--- src/rtl/seq_chk_pkg.sv ---
// Shared types and defaults for the sequence-checker verdict collector.
// State encoding is fixed so the debug state output is stable across builds.
package seq_chk_pkg;

  typedef enum logic [1:0] {
    IDLE     = 2'd0,
    ARMED    = 2'd1,
    HALTED   = 2'd2,
    CLEARING = 2'd3
  } vc_state_e;

  localparam int CNT_W_DEF = 16;
  localparam int TS_W_DEF  = 32;

endpackage

--- src/rtl/sat_counter.sv ---
// Saturating up-counter with synchronous clear; clear has priority over increment.
module sat_counter #(
  parameter int W = 16
) (
  input  logic         clk,
  input  logic         rst_n,
  input  logic         inc,
  input  logic         clr,
  output logic [W-1:0] q
);

  always_ff @(posedge clk or negedge rst_n) begin
    if (!rst_n) begin
      q <= '0;
    end else if (clr) begin
      q <= '0;
    end else if (inc && (q != {W{1'b1}})) begin
      q <= q + W'(1);
    end
  end

endmodule

--- src/rtl/seq_verdict_collector.sv ---
// Collects match/fail verdicts from sequence checkers: saturating statistics, first-fail
// timestamp, per-attempt watchdog, fail-limit IRQ and a 4-phase clear handshake.
module seq_verdict_collector
  import seq_chk_pkg::*;
#(
  parameter int CNT_W      = CNT_W_DEF,
  parameter int TS_W       = TS_W_DEF,
  parameter int FAIL_LIMIT = 1,
  parameter int TIMEOUT    = 8
) (
  input  logic             clk,
  input  logic             rst_n,
  input  logic             arm,
  input  logic             en,
  input  logic             match,
  input  logic             fail,
  input  logic             clr_req,
  output logic             clr_ack,
  output logic [CNT_W-1:0] match_cnt,
  output logic [CNT_W-1:0] fail_cnt,
  output logic [CNT_W-1:0] tmo_cnt,
  output logic [TS_W-1:0]  first_fail_ts,
  output logic             first_fail_vld,
  output logic             irq,
  output logic [1:0]       state
);

  localparam int WD_W = $clog2(TIMEOUT + 1);
  localparam logic [CNT_W-1:0] LIMIT   = CNT_W'(FAIL_LIMIT);
  localparam logic [WD_W-1:0]  WD_LOAD = WD_W'(TIMEOUT);

  vc_state_e        state_q, state_d;
  logic [TS_W-1:0]  ts_q;
  logic [WD_W-1:0]  wd_q;
  logic             armed, clr, match_inc, fail_inc, tmo_inc, verdict;
  logic [CNT_W-1:0] fail_cnt_next;

  assign armed     = (state_q == ARMED);
  assign clr       = (state_d == CLEARING);
  assign verdict   = match | fail;
  assign match_inc = armed && match;
  assign fail_inc  = armed && fail;
  // Watchdog expires on the cycle its last remaining tick elapses with no verdict or reload.
  assign tmo_inc   = armed && !en && !verdict && (wd_q == WD_W'(1));

  assign fail_cnt_next = (fail_inc && (fail_cnt != {CNT_W{1'b1}})) ? fail_cnt + CNT_W'(1)
                                                                   : fail_cnt;

  always_ff @(posedge clk or negedge rst_n) begin
    if (!rst_n) state_q <= IDLE;
    else        state_q <= state_d;
  end

  always_comb begin
    state_d = state_q;
    if (clr_req && (state_q != CLEARING)) begin
      state_d = CLEARING;
    end else begin
      case (state_q)
        CLEARING: if (!clr_req) state_d = IDLE;
        IDLE:     if (arm) state_d = ARMED;
        ARMED: begin
          if (!arm)                          state_d = IDLE;
          else if (fail_cnt_next >= LIMIT)   state_d = HALTED;
        end
        HALTED:   state_d = HALTED;
        default:  state_d = IDLE;
      endcase
    end
  end

  // Timestamp, first-fail capture and watchdog only advance while collecting.
  always_ff @(posedge clk or negedge rst_n) begin
    if (!rst_n) begin
      ts_q           <= '0;
      first_fail_ts  <= '0;
      first_fail_vld <= 1'b0;
      wd_q           <= '0;
    end else if (clr) begin
      ts_q           <= '0;
      first_fail_ts  <= '0;
      first_fail_vld <= 1'b0;
      wd_q           <= '0;
    end else if (armed) begin
      ts_q <= ts_q + TS_W'(1);
      if (fail && !first_fail_vld) begin
        first_fail_ts  <= ts_q;
        first_fail_vld <= 1'b1;
      end
      if (en)                          wd_q <= WD_LOAD;
      else if (verdict)                wd_q <= '0;
      else if (wd_q != '0)             wd_q <= wd_q - WD_W'(1);
    end
  end

  sat_counter #(.W(CNT_W)) u_match_cnt (
    .clk(clk), .rst_n(rst_n), .inc(match_inc), .clr(clr), .q(match_cnt)
  );
  sat_counter #(.W(CNT_W)) u_fail_cnt (
    .clk(clk), .rst_n(rst_n), .inc(fail_inc), .clr(clr), .q(fail_cnt)
  );
  sat_counter #(.W(CNT_W)) u_tmo_cnt (
    .clk(clk), .rst_n(rst_n), .inc(tmo_inc), .clr(clr), .q(tmo_cnt)
  );

  assign clr_ack = (state_q == CLEARING);
  assign irq     = (state_q == HALTED);
  assign state   = state_q;

endmodule

--- config.mk ---
export PLATFORM = sky130hd
export DESIGN_NAME = seq_verdict_collector
export DESIGN_NICKNAME = d
export VERILOG_FILES = /design/src/rtl/seq_chk_pkg.sv /design/src/rtl/sat_counter.sv /design/src/rtl/seq_verdict_collector.sv
export SDC_FILE = /design/constraint.sdc
export NUM_CORES = 1
export LEC_CHECK = 0
export CORE_ASPECT_RATIO = 0.6
export CORE_MARGIN = 2
export CORE_UTILIZATION = 45
export DETAILED_ROUTE_END_ITERATION = 10
export MAX_ROUTING_LAYER = met4
export PLACE_DENSITY_LB_ADDON = 0.2
export RECOVER_POWER = 25
export SYNTH_ARGS = -nofsm -noshare
export SYNTH_HDL_FRONTEND = slang
export SYNTH_HIERARCHICAL = 1
export SYNTH_SLANG_ARGS = --single-unit
--- constraint.sdc ---
create_clock -name clk -period 4.2 [get_ports clk]
set_input_delay 0.42 -clock clk [delete_from_list [all_inputs] [get_ports clk]]
set_output_delay 0.42 -clock clk [all_outputs]
set_load 0.01 [all_outputs]
Word level (Yosys, flattened, before mapping):

Index checks and enable logic that the tools add are counted.

* add/sub/neg operators: 5
* $lt $le $gt $ge: 1
* equality and inequality tests: 9
* mux-type cells: 25
* bitwise logic cells: 1
* reduce and logical (&&, ||, !) cells: 22

Operators with widths (count)
* 32-bit 2-to-1 mux: 5
* 16-bit 2-to-1 mux: 6
* 16-bit by 1-bit adder with 16-bit output (second input constant): 3
* 16-bit inequality test (second input constant): 3
* 32-bit by 1-bit adder with 32-bit output (second input constant): 1
* 4-bit 2-to-1 mux: 5
* 16-bit by 1-bit >= comparator with 1-bit output (second input constant): 1
* 1-bit logical AND: 10
* 2-bit 2-to-1 mux: 5
* 2-bit one-hot mux with 4 select lines: 1
* 2-bit nonzero test: 4
* 4-bit nonzero test: 2
* 2-bit == test (second input constant): 3
* 4-bit by 1-bit == test with 1-bit output (second input constant): 1
* 2-bit AND reduction: 2
* 4-bit by 1-bit subtractor with 4-bit output (second input constant): 1
* 1-bit logical NOT: 3
* 1-bit 2-to-1 mux: 3
* 2-bit by 1-bit == test with 1-bit output (second input constant): 1
* 2-bit logical NOT: 1
* 2-bit inequality test (second input constant): 1
* 1-bit OR: 1

* register bits after elaboration: 119

Longest topological paths before layout:

* depth after elaboration: 12
* depth in mapped cells: 8

By module:

The synthesis kept the hierarchy.

Modules (own cells, without submodules)
* seq_verdict_collector: times used 1, cells each 341, area each 3532.1 um2
* sat_counter: times used 3, cells each 98, area each 942.2 um2

Worst setup path after synthesis:

OpenSTA, ideal clock, no wires.

* kind: input to register
* from: input port fail
* to: register u_tmo_cnt.q[3]
* setup time: 0.078 ns
* arrival: 2.185 ns
* data required time: 4.122 ns
* slack: 1.937 ns
* stages: 7
* cells stage by stage: or3_1 > nor3_1 > and3_1 > inv_1 > clkbuf_1 > or4_2 > a21oi_1

RTL lines
* start, declared: line seq_verdict_collector.sv:16 `input logic fail,`
* 1-bit OR: line seq_verdict_collector.sv:40 `assign verdict = match | fail;`
* 1-bit logical NOT: line seq_verdict_collector.sv:44 `assign tmo_inc = armed && !en && !verdict && (wd_q == WD_W'(1));`
* 1-bit logical AND (2 in a row): line seq_verdict_collector.sv:44
* via tmo_inc: line seq_verdict_collector.sv:35 `logic armed, clr, match_inc, fail_inc, tmo_inc, verdict;`
* 1-bit logical AND: line sat_counter.sv:17 `end else if (inc && (q != {W{1'b1}})) begin`
* 2-bit nonzero test (no line)
* end signal, assigned: line sat_counter.sv:18 `q <= q + W'(1);`
* end, declared: line sat_counter.sv:9 `output logic [W-1:0] q`

The timed path passes the listed nets, and every way through them passes these cells.
A chain may end at the register's enable or synchronous reset.

Final worst setup path:

* from: register u_fail_cnt.q[0]
* to: register u_fail_cnt.q[15]

* word-level cells in the longest chain between the ends: 10

Ends and longest elaborated chain
* start, declared: line sat_counter.sv:9
* start signal, assigned: line sat_counter.sv:18
* branches (longest 2 deep; another with 16-bit by 1-bit adder with 16-bit output)
* 16-bit 2-to-1 mux (*): line sat_counter.sv:17
* 16-bit by 1-bit >= comparator with 1-bit output: line seq_verdict_collector.sv:64 `else if (fail_cnt_next >= LIMIT) state_d = HALTED;`
* 2-bit 2-to-1 mux: line seq_verdict_collector.sv:64
* 2-bit 2-to-1 mux: line seq_verdict_collector.sv:63 `if (!arm) state_d = IDLE;`
* 2-bit one-hot mux with 4 select lines: line seq_verdict_collector.sv:59 `case (state_q)`
* 2-bit 2-to-1 mux: line seq_verdict_collector.sv:56 `if (clr_req && (state_q != CLEARING)) begin`
* 2-bit == test: line seq_verdict_collector.sv:39 `assign clr = (state_d == CLEARING);`
* 16-bit 2-to-1 mux (*): line sat_counter.sv:15 `end else if (clr) begin`

Every way passes the cells marked *.

==> flow_summary.toml <==
[status]
status = "completed"

[cts]
clkSinkCount = 119
cts_max_path_buffers = 2
post_cts_buffers = 0
ctsHoldBuffers = 0
cts.clk_slew.worst_paths_ns = 0.06
cts_tree = "done"
htreeDepth = 4
numCtsBuffers = 17
cts_resized = 0
root_buffer = "clkbuf_16"
clkLatencyLatePin_ns = 0.41

[grt]
grt-ovfl-total = 0
grt_max_degree = 66
grt_pass1_wl_um = 26600
antenna_found_initial = 0
grt_pass1_vias = 5210
globalRouteTotalUtil = 0.229

[die]
fp-row-count = 33
die_width_um = 157
die_y_um = 96.1
core-area_um2 = 13700
start_util = 0.464
ios = 92
dieArea_um2 = 15100

[critical_path]
path_class = "reg2reg"
r2r_start = "u_fail_cnt/q[0]$_DFFE_PN0P_"
r2r_slack_ns = 1.58
cp_max_fo = 19
cp-start-kind = "register"
required_ns = 4.48
rr_worst_depth = 5
cp_top_family = "simple AND/OR/NAND/NOR gates"
worst-path-buf-inv = 0
crit_chain = "ha_1, nand4_2, nor4_4, nor4_1, mux2_1"
slowest_stage = "nor4_4"
cp.arrival_ns = 2.90
reg2reg_to = "u_fail_cnt/q[15]$_DFFE_PN0P_"
slowest_delay_ns = 0.82
cp-end-kind = "register"

[yosys]
synth_cell_types = 62
synth_warnings = 6
synth_flop_cell = "dfrtp_1"
synth_fp_nets = 649
syn_inst = 635
synth_area_per_cell_um2 = 10.0
synth_edf_count = 0
ys_seq_elements = 119
syn_area_um2 = 6360
synth.yosys.seq_area_share = 0.468
synthArstFlopShare = 1.00

[power]
power.density_nw_per_um2 = 347
totalPowerFinal_mw = 2.77
peakVddDrop_v = 0.000277
p_leak_nw = 3.25

[worst_hold_path]
hold_path_class = "in2async"

[cells_and_area]
fillerInstances = 1166
n_antenna_cell = 0
drive_gt1_frac = 0.109
nets = 738
area_growth_pct = 25.6
layout_common_cells = "dfrtp_1, clkdlybuf4s50_1, nor2_1"
stdcell_count = 929
final_common_cell = "dfrtp_1"

[route]
num_vias = 5573
firstDrtPassIters = 5
first_iter_violations = 330
detail-route-antenna-nets = 0
totalWireLength_um = 16100
wire_per_inst_um = 17.3
drc = 0
routed_via_density = 6.00

[timing]
worstMarginPinSlew_ns = 1.35
max_freq_mhz = 382
timing.final.crit_period_ns = 2.62
rsz0062_at_grt = "false"
slew_headroom = 0.103
setup_viol = 0
final.setup.tns_ns = 0
final_max_slew_viol_count = 0
whs_ns = 0.0977
finalCritPeriodShare = 0.623
hold_viol = 0
finalClockSkew_ns = 0.0122

[placed_design]
port_buffers = 91
finalWeightedCongestion = 0.894
dp.cells = 897
hpwl_um = 10600

[flow_run]
max_cap_violations = 0
==> worst max path at each step <==
stage,startpoint,to,slack [ns],cells after the start
final,u_fail_cnt/q[0]$_DFFE_PN0P_,u_fail_cnt/q[15]$_DFFE_PN0P_,1.58,5
after global routing,fail,u_tmo_cnt/q[2]$_DFFE_PN0P_,1.45,7
after detailed placement,fail,u_tmo_cnt/q[3]$_DFFE_PN0P_,1.20,7
after floorplan,fail,u_tmo_cnt/q[3]$_DFFE_PN0P_,1.94,7
after global placement,fail,u_tmo_cnt/q[3]$_DFFE_PN0P_,1.24,7
after CTS,u_fail_cnt/q[0]$_DFFE_PN0P_,u_fail_cnt/q[15]$_DFFE_PN0P_,1.59,5
==> worst register-to-register path: stages, from the launching register on <==
cell and delay [ns]:
dfrtp_1 0.64, ha_1 0.35, nand4_2 0.15, nor4_4 0.82, nor4_1 0.19, mux2_1 0.35
==> metal layers <==
| metal | GRT usage | vias up | wire length [um] |
|---|---|---|---|
| li1 | - | 2581 | - |
| met4 | 0.0667 | 0 | 209 |
| met5 | - | - | 0 |
| met3 | 0.0437 | 24 | 930 |
| met2 | 0.344 | 185 | 7340 |
| met1 | 0.317 | 2783 | 7590 |
==> Yosys cell counts (13+ instances only) <==
cell      number  area share
nand2_1       38       0.022
a21oi_1       35       0.028
nand3_1       23       0.018
nor4_1        17       0.017
dfrtp_1      119        0.47
or4_1         16       0.019
nand4_1       32       0.031
nor2b_1       13       0.013
xor2_1        22       0.030
inv_1         14      0.0083
nor2_1        62       0.037
clkbuf_1      24       0.014
o31ai_1       23       0.027
a22o_1        33       0.045
==> registers in the layout (all words and copies together), names as in the netlist <==
signal,count
u_match_cnt/q,16
wd_q,4
first_fail_vld,1
ts_q,32
u_tmo_cnt/q,16
first_fail_ts,32
state,2
u_fail_cnt/q,16
==> power breakdown <==
group | internal [mW] | leakage, nW | switching [mW]
combinational | 0.0749 | 1.33 | 0.128
clock | 0.847 | 0.267 | 0.525
sequential | 1.16 | 1.65 | 0.0289
total | 2.09 | 3.25 | 0.682
==> through the flow <==
stage,utilization,instance area (um^2),worst slack (ns)
floorplan,-,6360,1.94
global placement,0.542,7430,1.24
detailed placement,0.542,7430,1.20
CTS,0.583,7990,1.59
global route,0.583,7990,1.45
finish,0.583,7990,1.58
==> kinds of logic after synthesis <==
group           synth area share
flops                      0.468
buf+inv                   0.0303
fa+ha+maj                 0.0138
compound gates             0.146
mux                       0.0244
xor+xnor                  0.0455
simple gates               0.271
==> final cells by class <==
class                   instances  area, um^2  area share
clock buffers                  22         464      0.0581
clock inverters                10        97.6      0.0122
inverters                      15        57.6     0.00721
multi-input cells             473        3200       0.400
flip-flops and latches        119        2980       0.373
well taps                     192         240      0.0301
repair buffers                 98         952       0.119
Power figures use the tool's default switching activity.
==> edit: new RTL, same settings <==
Change the package constant `TS_W_DEF` from 32 to 64.
--- a/src/rtl/seq_chk_pkg.sv
+++ b/src/rtl/seq_chk_pkg.sv
@@ -12,3 +12,3 @@
   localparam int CNT_W_DEF = 16;
-  localparam int TS_W_DEF  = 32;
+  localparam int TS_W_DEF  = 64;
 
Interface: changed (resized first_fail_ts); port bits go from 92 to 124. The function was not compared with the original's and may differ.
==> edit against the unedited design <==
- the flow now finishes with violations (max-capacitance violations, max-slew violations)
- final area increased by 41%
- power increased by 30%
- wire length up 44%
- sequential cell count up 64
- setup slack worse by 300 ps
- synthesized area grew 45%
- utilization is 2.2 points lower
- critical path type unchanged
==> edit: results (changes against the unedited design) <==
Parameter                              Value

Run status
  Outcome    complete, but fails checks
  Failing checks    max-capacitance violations, max-slew violations

STA
  Total count of max-transition violations in the final report    118 (+118)
  Portion of the clock cycle consumed by the worst path in the final layout    0.6953 (+0.07190)
  Actual slew at the worst max-slew pin    2929 ps (+1584 ps)
  Clock skew after layout    9.635 ps (-2.591 ps)

Yosys
  Syn nets    921 (+42%)
  Cell types occupying the most area after synthesis    dfrtp_1 50%, a22o_1 6.1%, xnor2_1 4.1%
  Average cell area after synthesis    10.15 um2 (+1.4%)
  Yosys synthesis warning count    6 (unchanged)
  Portion of the post-synthesis area used by sequential elements    0.4975 (+0.02917)
  Commonest cells in the synthesized netlist    183 x dfrtp_1, 91 x nor2_1, 64 x a22o_1

GRT
  Global-route track usage on met3    0.04426 (+0.0005873)
  Largest net degree at the start of global routing    118 (+79%)
  Number of global-route vias before repair    7031 (+35%)
  Met1 Usage GRT    0.3680 (+0.05124)
  Global-route total usage across every layer    0.2294 (+0.0008761)
  GRT met2 Usage    0.2924 (-0.05185)

Worst setup path
  Critical register-to-register path endpoint    ts_q[61]$_DFFE_PN0P_
  Highest fanout seen on the critical path    9 (-10)
  Arrival @ worst endpoint    3270 ps (+370 ps)
  Source of the critical timing path    state[0]$_DFF_PN0_
  R2r worst-path depth    6 (+1)
  Critical path endpoint category    register
  Register-to-register setup slack    1280 ps (-300 ps)

Hold path
  Min-Delay Path Class    in2reg

Placement
  Routability Congestion    0.8493 (-5.0%)
  HPWL reported at the end of detailed placement    15.18 mm (+43%)
  Count of buffers inserted at the top-level ports    123 (+35%)
  Post-Place Setup Slack    1118 ps (-81.42 ps)

Clock tree
  Setup fix buffers added after clock tree synthesis    0 (unchanged)
  Post-CTS sizing    0 (unchanged)
  Level count of the clock H-tree    4 (unchanged)
  Clock Pin Slew Worst Setup and Hold Paths    70 ps

Power
  Maximum vdd drop    0.0002656 V (-4.0%)

Routing
  Final wirelength    23.20 mm (+44%)
  Mean routed wirelength per cell    17.87 um (+3.3%)
  Number of vias per cell after detailed routing    5.857 (-2.4%)
  First DRT Iteration DRCs    559 (+69%)

Finish
  Share of layout cells above drive strength 1    0.08585 (-0.02269)
  ANT cells    0 (unchanged)
  Top flop regs    first_fail_ts: 64 flops, ts_q: 64 flops
  Number of nets in the finished design    1029 (+39%)
  Number of filler instances in the final layout    1795 (+54%)

Job
  Max-cap check violation count    1 (+1)
## edit: changes by cell type after synthesis, moves of 12 or more
cell / change
clkbuf_1: +12
a22o_1: +31
nand3_1: +12
a21oi_1: +16
nor2_1: +29
nor3_1: +15
xnor2_1: +32
dfrtp_1: +64
## edit: critical path, cell delays in order, from the launching register on
cell,delay [ps]
dfrtp_1,530
nand2b_1,240
nor3_1,580
nand3_1,440
or3_1,500
or4_1,400
a21oi_1,150
## edit: layout make-up
type                       instances  area share
sequential                       183      0.4081
clock buffer                      21     0.04103
inverter                          19    0.006355
clock inverter                     8    0.009031
timing repair buffer             133      0.1157
tap                              273     0.03044
multi-input combinational        661      0.3893
## edit: cell families after synthesis
logic type | count (synthesis) | synth area share
adder cells (fa/ha/maj) | 7 | 0.009514
AND/OR/NAND/NOR | 402 | 0.2508
buffers and inverters | 63 | 0.02922
AO/OA/AOI/OAI | 179 | 0.1395
flip-flops | 183 | 0.4975
XOR/XNOR | 58 | 0.05519
multiplexers | 15 | 0.01835
## edit: metal layers
metal  routed length [um]  part of all wire
met5                    0                 0
met1                12600              0.54
met2                 9368              0.40
met3                 1034             0.045
met4                  190            0.0082
## edit: through the flow
stage / hold slack, ps / area, um2
floorplan: 124.4 / 9205
global placement: 490.3 / 10670
detailed placement: 491.2 / 10670
CTS: 151.0 / 11230
global route: 515.1 / 11220
finish: 489.1 / 11220
## edit: power by group
part           switching [mW]  internal (mW)
combinational           0.162         0.0696
clock                   0.670          0.897
sequential             0.0283           1.78
